<file path="config.mk">
export PLATFORM = sky130hd
export DESIGN_NAME = ctr_table_updater
export DESIGN_NICKNAME = d
export VERILOG_FILES = /design/src/rtl/ctr_table_pkg.sv /design/src/rtl/ctr_lane_update.sv /design/src/rtl/ctr_table_updater.sv
export SDC_FILE = /design/constraint.sdc
export NUM_CORES = 1
export LEC_CHECK = 0
export CAP_MARGIN = 0
export CORE_MARGIN = 4
export CORE_UTILIZATION = 49
export CTS_CLUSTER_SIZE = 10
export DETAILED_ROUTE_END_ITERATION = 10
export HOLD_SLACK_MARGIN = 0.02
export PLACE_DENSITY = 0.87
export SYNTH_ARGS = -nofsm -noshare
export SYNTH_HDL_FRONTEND = slang
export SYNTH_HIERARCHICAL = 1
export SYNTH_SLANG_ARGS = --single-unit
</file>
<file path="constraint.sdc">
create_clock -name clock -period 7.2 [get_ports clock]
set_clock_uncertainty 0.2 [all_clocks]
set_input_delay 1.8 -clock clock [delete_from_list [all_inputs] [get_ports clock]]
set_output_delay 1.8 -clock clock [all_outputs]
set_load 0.1 [all_outputs]
</file>
<file path="src/rtl/ctr_table_pkg.sv">
// Shared widths, FSM states and the 2-bit saturating counter step for the counter table client.
package ctr_table_pkg;
    localparam int ADDR_W   = 9;
    localparam int NUM_WAYS = 8;
    localparam int CTR_W    = 2;
    localparam int ROW_W    = NUM_WAYS * CTR_W;
    localparam int WAY_W    = $clog2(NUM_WAYS);

    localparam logic [CTR_W-1:0]  INIT_CTR  = 2'b01;
    localparam logic [CTR_W-1:0]  CTR_ONE   = 1;
    localparam logic [ADDR_W-1:0] LAST_ADDR = '1;

    typedef enum logic {
        INIT,
        RUN
    } state_t;

    function automatic logic [CTR_W-1:0] sat_update(input logic [CTR_W-1:0] ctr,
                                                    input logic             taken);
        logic [CTR_W-1:0] res;
        res = ctr;
        if (taken) begin
            if (ctr != '1) res = ctr + CTR_ONE;
        end else begin
            if (ctr != '0) res = ctr - CTR_ONE;
        end
        return res;
    endfunction
endpackage

</file>
<file path="src/rtl/ctr_lane_update.sv">
// Applies the pending forward to a fetched row, steps the selected lane and builds the masked write.
// Purely combinational; no flow control.
module ctr_lane_update
    import ctr_table_pkg::*;
(
    input  logic [ROW_W-1:0]    row,
    input  logic [WAY_W-1:0]    way,
    input  logic                taken,
    input  logic                fwd_hit,
    input  logic [WAY_W-1:0]    fwd_way,
    input  logic [CTR_W-1:0]    fwd_ctr,
    output logic [CTR_W-1:0]    new_ctr,
    output logic [ROW_W-1:0]    w_data,
    output logic [NUM_WAYS-1:0] w_mask
);
    logic [ROW_W-1:0] row_fwd;

    always_comb begin
        row_fwd = row;
        // Only the forwarded lane is patched; other lanes of the stale row are already correct.
        if (fwd_hit) row_fwd[fwd_way*CTR_W +: CTR_W] = fwd_ctr;
        new_ctr = sat_update(row_fwd[way*CTR_W +: CTR_W], taken);
        w_data = '0;
        w_data[way*CTR_W +: CTR_W] = new_ctr;
        w_mask = '0;
        w_mask[way] = 1'b1;
    end
endmodule

</file>
<file path="src/rtl/ctr_table_updater.sv">
// Sweeps the 512x16 counter array after reset, then serves predict reads and 2-stage counter RMW.
// Update write one cycle after accept; predict reads take priority and deassert io_req_ready.
module ctr_table_updater
    import ctr_table_pkg::*;
(
    input  logic                clock,
    input  logic                reset,
    output logic                io_init_done,
    input  logic                io_rd_en,
    input  logic [ADDR_W-1:0]   io_rd_addr,
    output logic [ROW_W-1:0]    io_rd_data,
    input  logic                io_req_valid,
    output logic                io_req_ready,
    input  logic [ADDR_W-1:0]   io_req_addr,
    input  logic [WAY_W-1:0]    io_req_way,
    input  logic                io_req_taken,
    output logic                sram_r_en,
    output logic [ADDR_W-1:0]   sram_r_addr,
    input  logic [ROW_W-1:0]    sram_r_data,
    output logic                sram_w_en,
    output logic [ADDR_W-1:0]   sram_w_addr,
    output logic [ROW_W-1:0]    sram_w_data,
    output logic [NUM_WAYS-1:0] sram_w_mask
);
    state_t              state_q, state_d;
    logic [ADDR_W-1:0]   init_cnt_q;
    logic                u1_vld_q, u1_taken_q;
    logic [ADDR_W-1:0]   u1_addr_q;
    logic [WAY_W-1:0]    u1_way_q;
    logic                fwd_vld_q;
    logic [ADDR_W-1:0]   fwd_addr_q;
    logic [WAY_W-1:0]    fwd_way_q;
    logic [CTR_W-1:0]    fwd_ctr_q;
    logic [CTR_W-1:0]    new_ctr;
    logic [ROW_W-1:0]    upd_data;
    logic [NUM_WAYS-1:0] upd_mask;
    logic                sweep, run, req_fire, u1_wr, fwd_hit;

    // Gating with reset drops an in-flight U1 write the moment reset is seen.
    assign sweep    = (state_q == INIT) && !reset;
    assign run      = (state_q == RUN) && !reset;
    assign req_fire = io_req_valid && io_req_ready;
    assign u1_wr    = run && u1_vld_q;
    assign fwd_hit  = fwd_vld_q && (fwd_addr_q == u1_addr_q);

    assign io_init_done = run;
    assign io_req_ready = run && !io_rd_en;
    assign io_rd_data   = sram_r_data;

    ctr_lane_update u_lane (
        .row     (sram_r_data),
        .way     (u1_way_q),
        .taken   (u1_taken_q),
        .fwd_hit (fwd_hit),
        .fwd_way (fwd_way_q),
        .fwd_ctr (fwd_ctr_q),
        .new_ctr (new_ctr),
        .w_data  (upd_data),
        .w_mask  (upd_mask)
    );

    always_comb begin
        state_d     = state_q;
        sram_r_en   = run && (io_rd_en || io_req_valid);
        sram_r_addr = io_rd_en ? io_rd_addr : io_req_addr;
        sram_w_en   = 1'b0;
        sram_w_addr = '0;
        sram_w_data = '0;
        sram_w_mask = '0;
        if (sweep) begin
            sram_w_en   = 1'b1;
            sram_w_addr = init_cnt_q;
            sram_w_data = {NUM_WAYS{INIT_CTR}};
            sram_w_mask = '1;
            if (init_cnt_q == LAST_ADDR) state_d = RUN;
        end else if (u1_wr) begin
            sram_w_en   = 1'b1;
            sram_w_addr = u1_addr_q;
            sram_w_data = upd_data;
            sram_w_mask = upd_mask;
        end
    end

    always_ff @(posedge clock) begin
        if (reset) begin
            state_q    <= INIT;
            init_cnt_q <= '0;
            u1_vld_q   <= 1'b0;
            fwd_vld_q  <= 1'b0;
        end else begin
            state_q  <= state_d;
            u1_vld_q <= req_fire;
            fwd_vld_q <= u1_wr;
            if (sweep) init_cnt_q <= init_cnt_q + ADDR_W'(1);
        end
    end

    always_ff @(posedge clock) begin
        if (req_fire) begin
            u1_addr_q  <= io_req_addr;
            u1_way_q   <= io_req_way;
            u1_taken_q <= io_req_taken;
        end
        if (u1_wr) begin
            fwd_addr_q <= u1_addr_q;
            fwd_way_q  <= u1_way_q;
            fwd_ctr_q  <= new_ctr;
        end
    end
endmodule

</file>
==> results.py <==
metrics = {
    "power_and_ir_drop": {
        "worst_ir_drop_vdd_uv": 161,
        "portion_of_total_power_attributed_to_sequential_cells": 0.417,
        "power_w": 0.000580,
        "power.density_cell_area_mw_per_mm2": 142,
        "power.net_switching_w": 0.000206,
        "power.internal_w": 0.000374,
        "p_clk_frac": 0.233,
        "leakagePower_nw": 1.70,
        "combPwrFrac": 0.350,
        "sw_frac_of_total": 0.355,
    },
    "timing": {
        "hold-worst-slack_ns": 0.312,
        "finalMaxSlewViolations": 0,
        "timing.fmax_ghz": 0.159,
        "setup_repair_after_global_routing_missed_its_margin": "false",
        "period_utilisation_layout": 0.872,
        "timing.setup.tns_ns": 0,
        "slew_headroom": 0.286,
        "post-route-min-period_ns": 6.28,
        "worst_slew_pin_slew_ns": 1.07,
        "number_of_setup_violations_in_the_final_report": 0,
        "timing.final.hold_violations": 0,
    },
    "clock_network": {
        "buffer_depth_of_the_longest_clock_path": 2,
        "number_of_hold_repair_buffers_added_at_the_cts_stage": 0,
        "cts-buffers-inserted": 5,
        "cts_htree_levels": 2,
        "worst_skew_pair_later_pin_latency_ns": 0.29,
        "clock-root-buffer": "clkbuf_8",
        "clkSinkCount": 39,
        "cts_resized": 0,
        "cts_setup_buffers": 0,
        "cts.clk_slew.worst_paths_ns": 0.07,
        "cts_tree": "yes",
    },
    "outcome": {
        "status": "completed",
    },
    "synth": {
        "seq_area_frac_synth": 0.373,
        "synth_area_per_cell_um2": 9.66,
        "synth_top_cell_by_area": "edfxtp_1",
        "count_of_flip_flops_with_a_built_in_enable_after_synthesis": 27,
        "post_synth_inst_count": 292,
        "ys_ff_latch": 39,
        "syn-num-nets": 347,
        "netlist.area_leader.share": 0.287,
        "yosysUniqueCellTypes": 57,
        "ys.warnings.count": 6,
        "netlist_area_mm2": 0.00282,
        "asyncSetResetFlopFracSynth": 0,
        "netlist_top_cells_area": "edfxtp_1, dfxtp_1, mux2_2, ha_1, buf_4",
        "synth_flop_cell": "edfxtp_1",
    },
    "route": {
        "totalWireLength_mm": 7.37,
        "routed_length_per_instance_um": 16.5,
        "dr.pass1.iters": 4,
        "remaining_drc_errors": 0,
        "antenna_left": 0,
        "first_iter_violations": 159,
        "vias": 2509,
        "detailed_route_vias_per_instance": 5.63,
    },
    "critical_path": {
        "timing_worst_setup_path_type": "in2out",
        "crit_required_ns": 5.20,
        "wp_data_arrival_ns": 4.28,
        "crit_path_start_kind": "input port",
        "critical_path.endpoint_type": "primary output",
        "worst-path-max-fanout": 9,
    },
    "die": {
        "starting_density_of_the_core": 0.509,
        "ioPinCount": 104,
        "floorplan.rows": 27,
        "core-area_mm2": 0.00554,
        "chipHeight_um": 83.9,
        "die_w_um": 83.9,
        "design.die.area_mm2": 0.00703,
    },
    "final_layout": {
        "layout.cells.non_filler": 446,
        "finalCoreUtilization": 0.735,
        "mostFrequentLayoutCell": "clkdlybuf4s50_1",
        "drive_above_1_share": 0.184,
        "n_antenna_cell": 0,
        "syn_to_final_growth_pct": 44.4,
        "most-common-layout-cells": "clkdlybuf4s50_1, nor2_1, edfxtp_1",
        "num-nets-final": 429,
    },
    "place": {
        "detailedPlacementHpwl_mm": 5.81,
        "gpl.final_weighted_congestion": 0.882,
        "buffer_ports.inserted": 103,
        "dp_cells": 439,
    },
    "grt": {
        "grt_start_max_net_pins": 27,
        "track_usage": 0.208,
        "grt_pass1_wl_mm": 12.1,
        "grt_remaining_overflow": 0,
        "number_of_global_route_vias_before_repair": 2448,
        "number_of_antenna_violations_at_the_first_check_in_global_routing": 0,
    },
    "worst_hold_path": {
        "worst_hold_path_type": "reg2reg",
    },
    "job": {
        "maxCapViolations": 0,
    },
}
## worst paths after layout
path,start,endpoint,slack (ns),cells after the start
max reg2reg,fwd_way_q[0],fwd_ctr_q[0],3.52,10
min reg2reg,u1_addr_q[7],fwd_addr_q[7],0.31,0
max,sram_r_data[14],sram_w_data[9],0.92,9
min,u1_addr_q[7],fwd_addr_q[7],0.31,0
## power by group through the flow
stage	logic (W)	registers [W]	clock network, W
after global placement	0.000202	0.000246	0
after CTS	0.000204	0.000242	0.000139
after global routing	0.000209	0.000242	0.000150
after detailed placement	0.000203	0.000247	0
after floorplan	0.000138	0.000246	0
final	0.000203	0.000242	0.000135
## metrics by stage
stage               cell area, µm²  setup slack (ns)
floorplan                     2820              1.24
finish                        4070             0.923
CTS                           4070             0.936
global route                  4070             0.808
detailed placement            4000             0.932
global placement              4000              1.01
## cell type report
class	count	area (µm²)
multi-input combinational	210	1530
timing repair buffer	105	1280
clock buffer	7	76.3
inverter	13	48.8
fill	384	1470
sequential	39	1050
tap	72	90.1
## registers in the layout (all words and copies together), names as in the netlist
signal      flops
u1_vld_q        1
u1_taken_q      1
init_cnt_q      9
fwd_vld_q       1
state_q         1
fwd_addr_q      9
u1_way_q        3
u1_addr_q       9
fwd_ctr_q       2
fwd_way_q       3
## cell usage after synthesis, types with 2 or more instances
cell	instances
buf_4	17
nand4_1	2
edfxtp_1	27
ha_1	13
nor2_1	33
xnor2_1	11
and2_1	6
nand4b_1	3
xor2_1	2
nor3_1	12
nand2_1	15
o311ai_0	2
nand3_1	7
a21o_1	16
nand2b_1	3
dfxtp_1	12
o41ai_1	2
a21oi_1	2
and3_1	11
mux2_2	15
clkbuf_1	6
buf_2	6
mux2i_1	10
a22o_1	11
a22oi_1	2
nor2b_1	4
inv_1	12
## critical path: stages
cell             delay, ns
clkdlybuf4s50_1       0.48
a21boi_0              0.19
a311oi_1              0.07
a211o_1               0.31
a2111o_1              0.42
maj3_2                0.40
nor2_1                0.15
and3_1                0.18
buf_4                 0.29
## cell families (layout without fill, tap and decap cells)
family          count (synthesis)  in the layout  share of synthesized area
mux                            25             25                     0.0954
fa+ha+maj                      15             15                     0.0652
flops                          39             39                      0.373
xor+xnor                       13             13                     0.0404
compound gates                 47             47                      0.136
simple gates                  110            110                      0.205
buf+inv                        43            125                     0.0852
## routing by layer
metal,GRT usage,share of wire
met5,0,0
met4,0.0526,0.012
met3,0.0533,0.090
met2,0.362,0.49
met1,0.256,0.40
(Power assumes the default switching activity.)
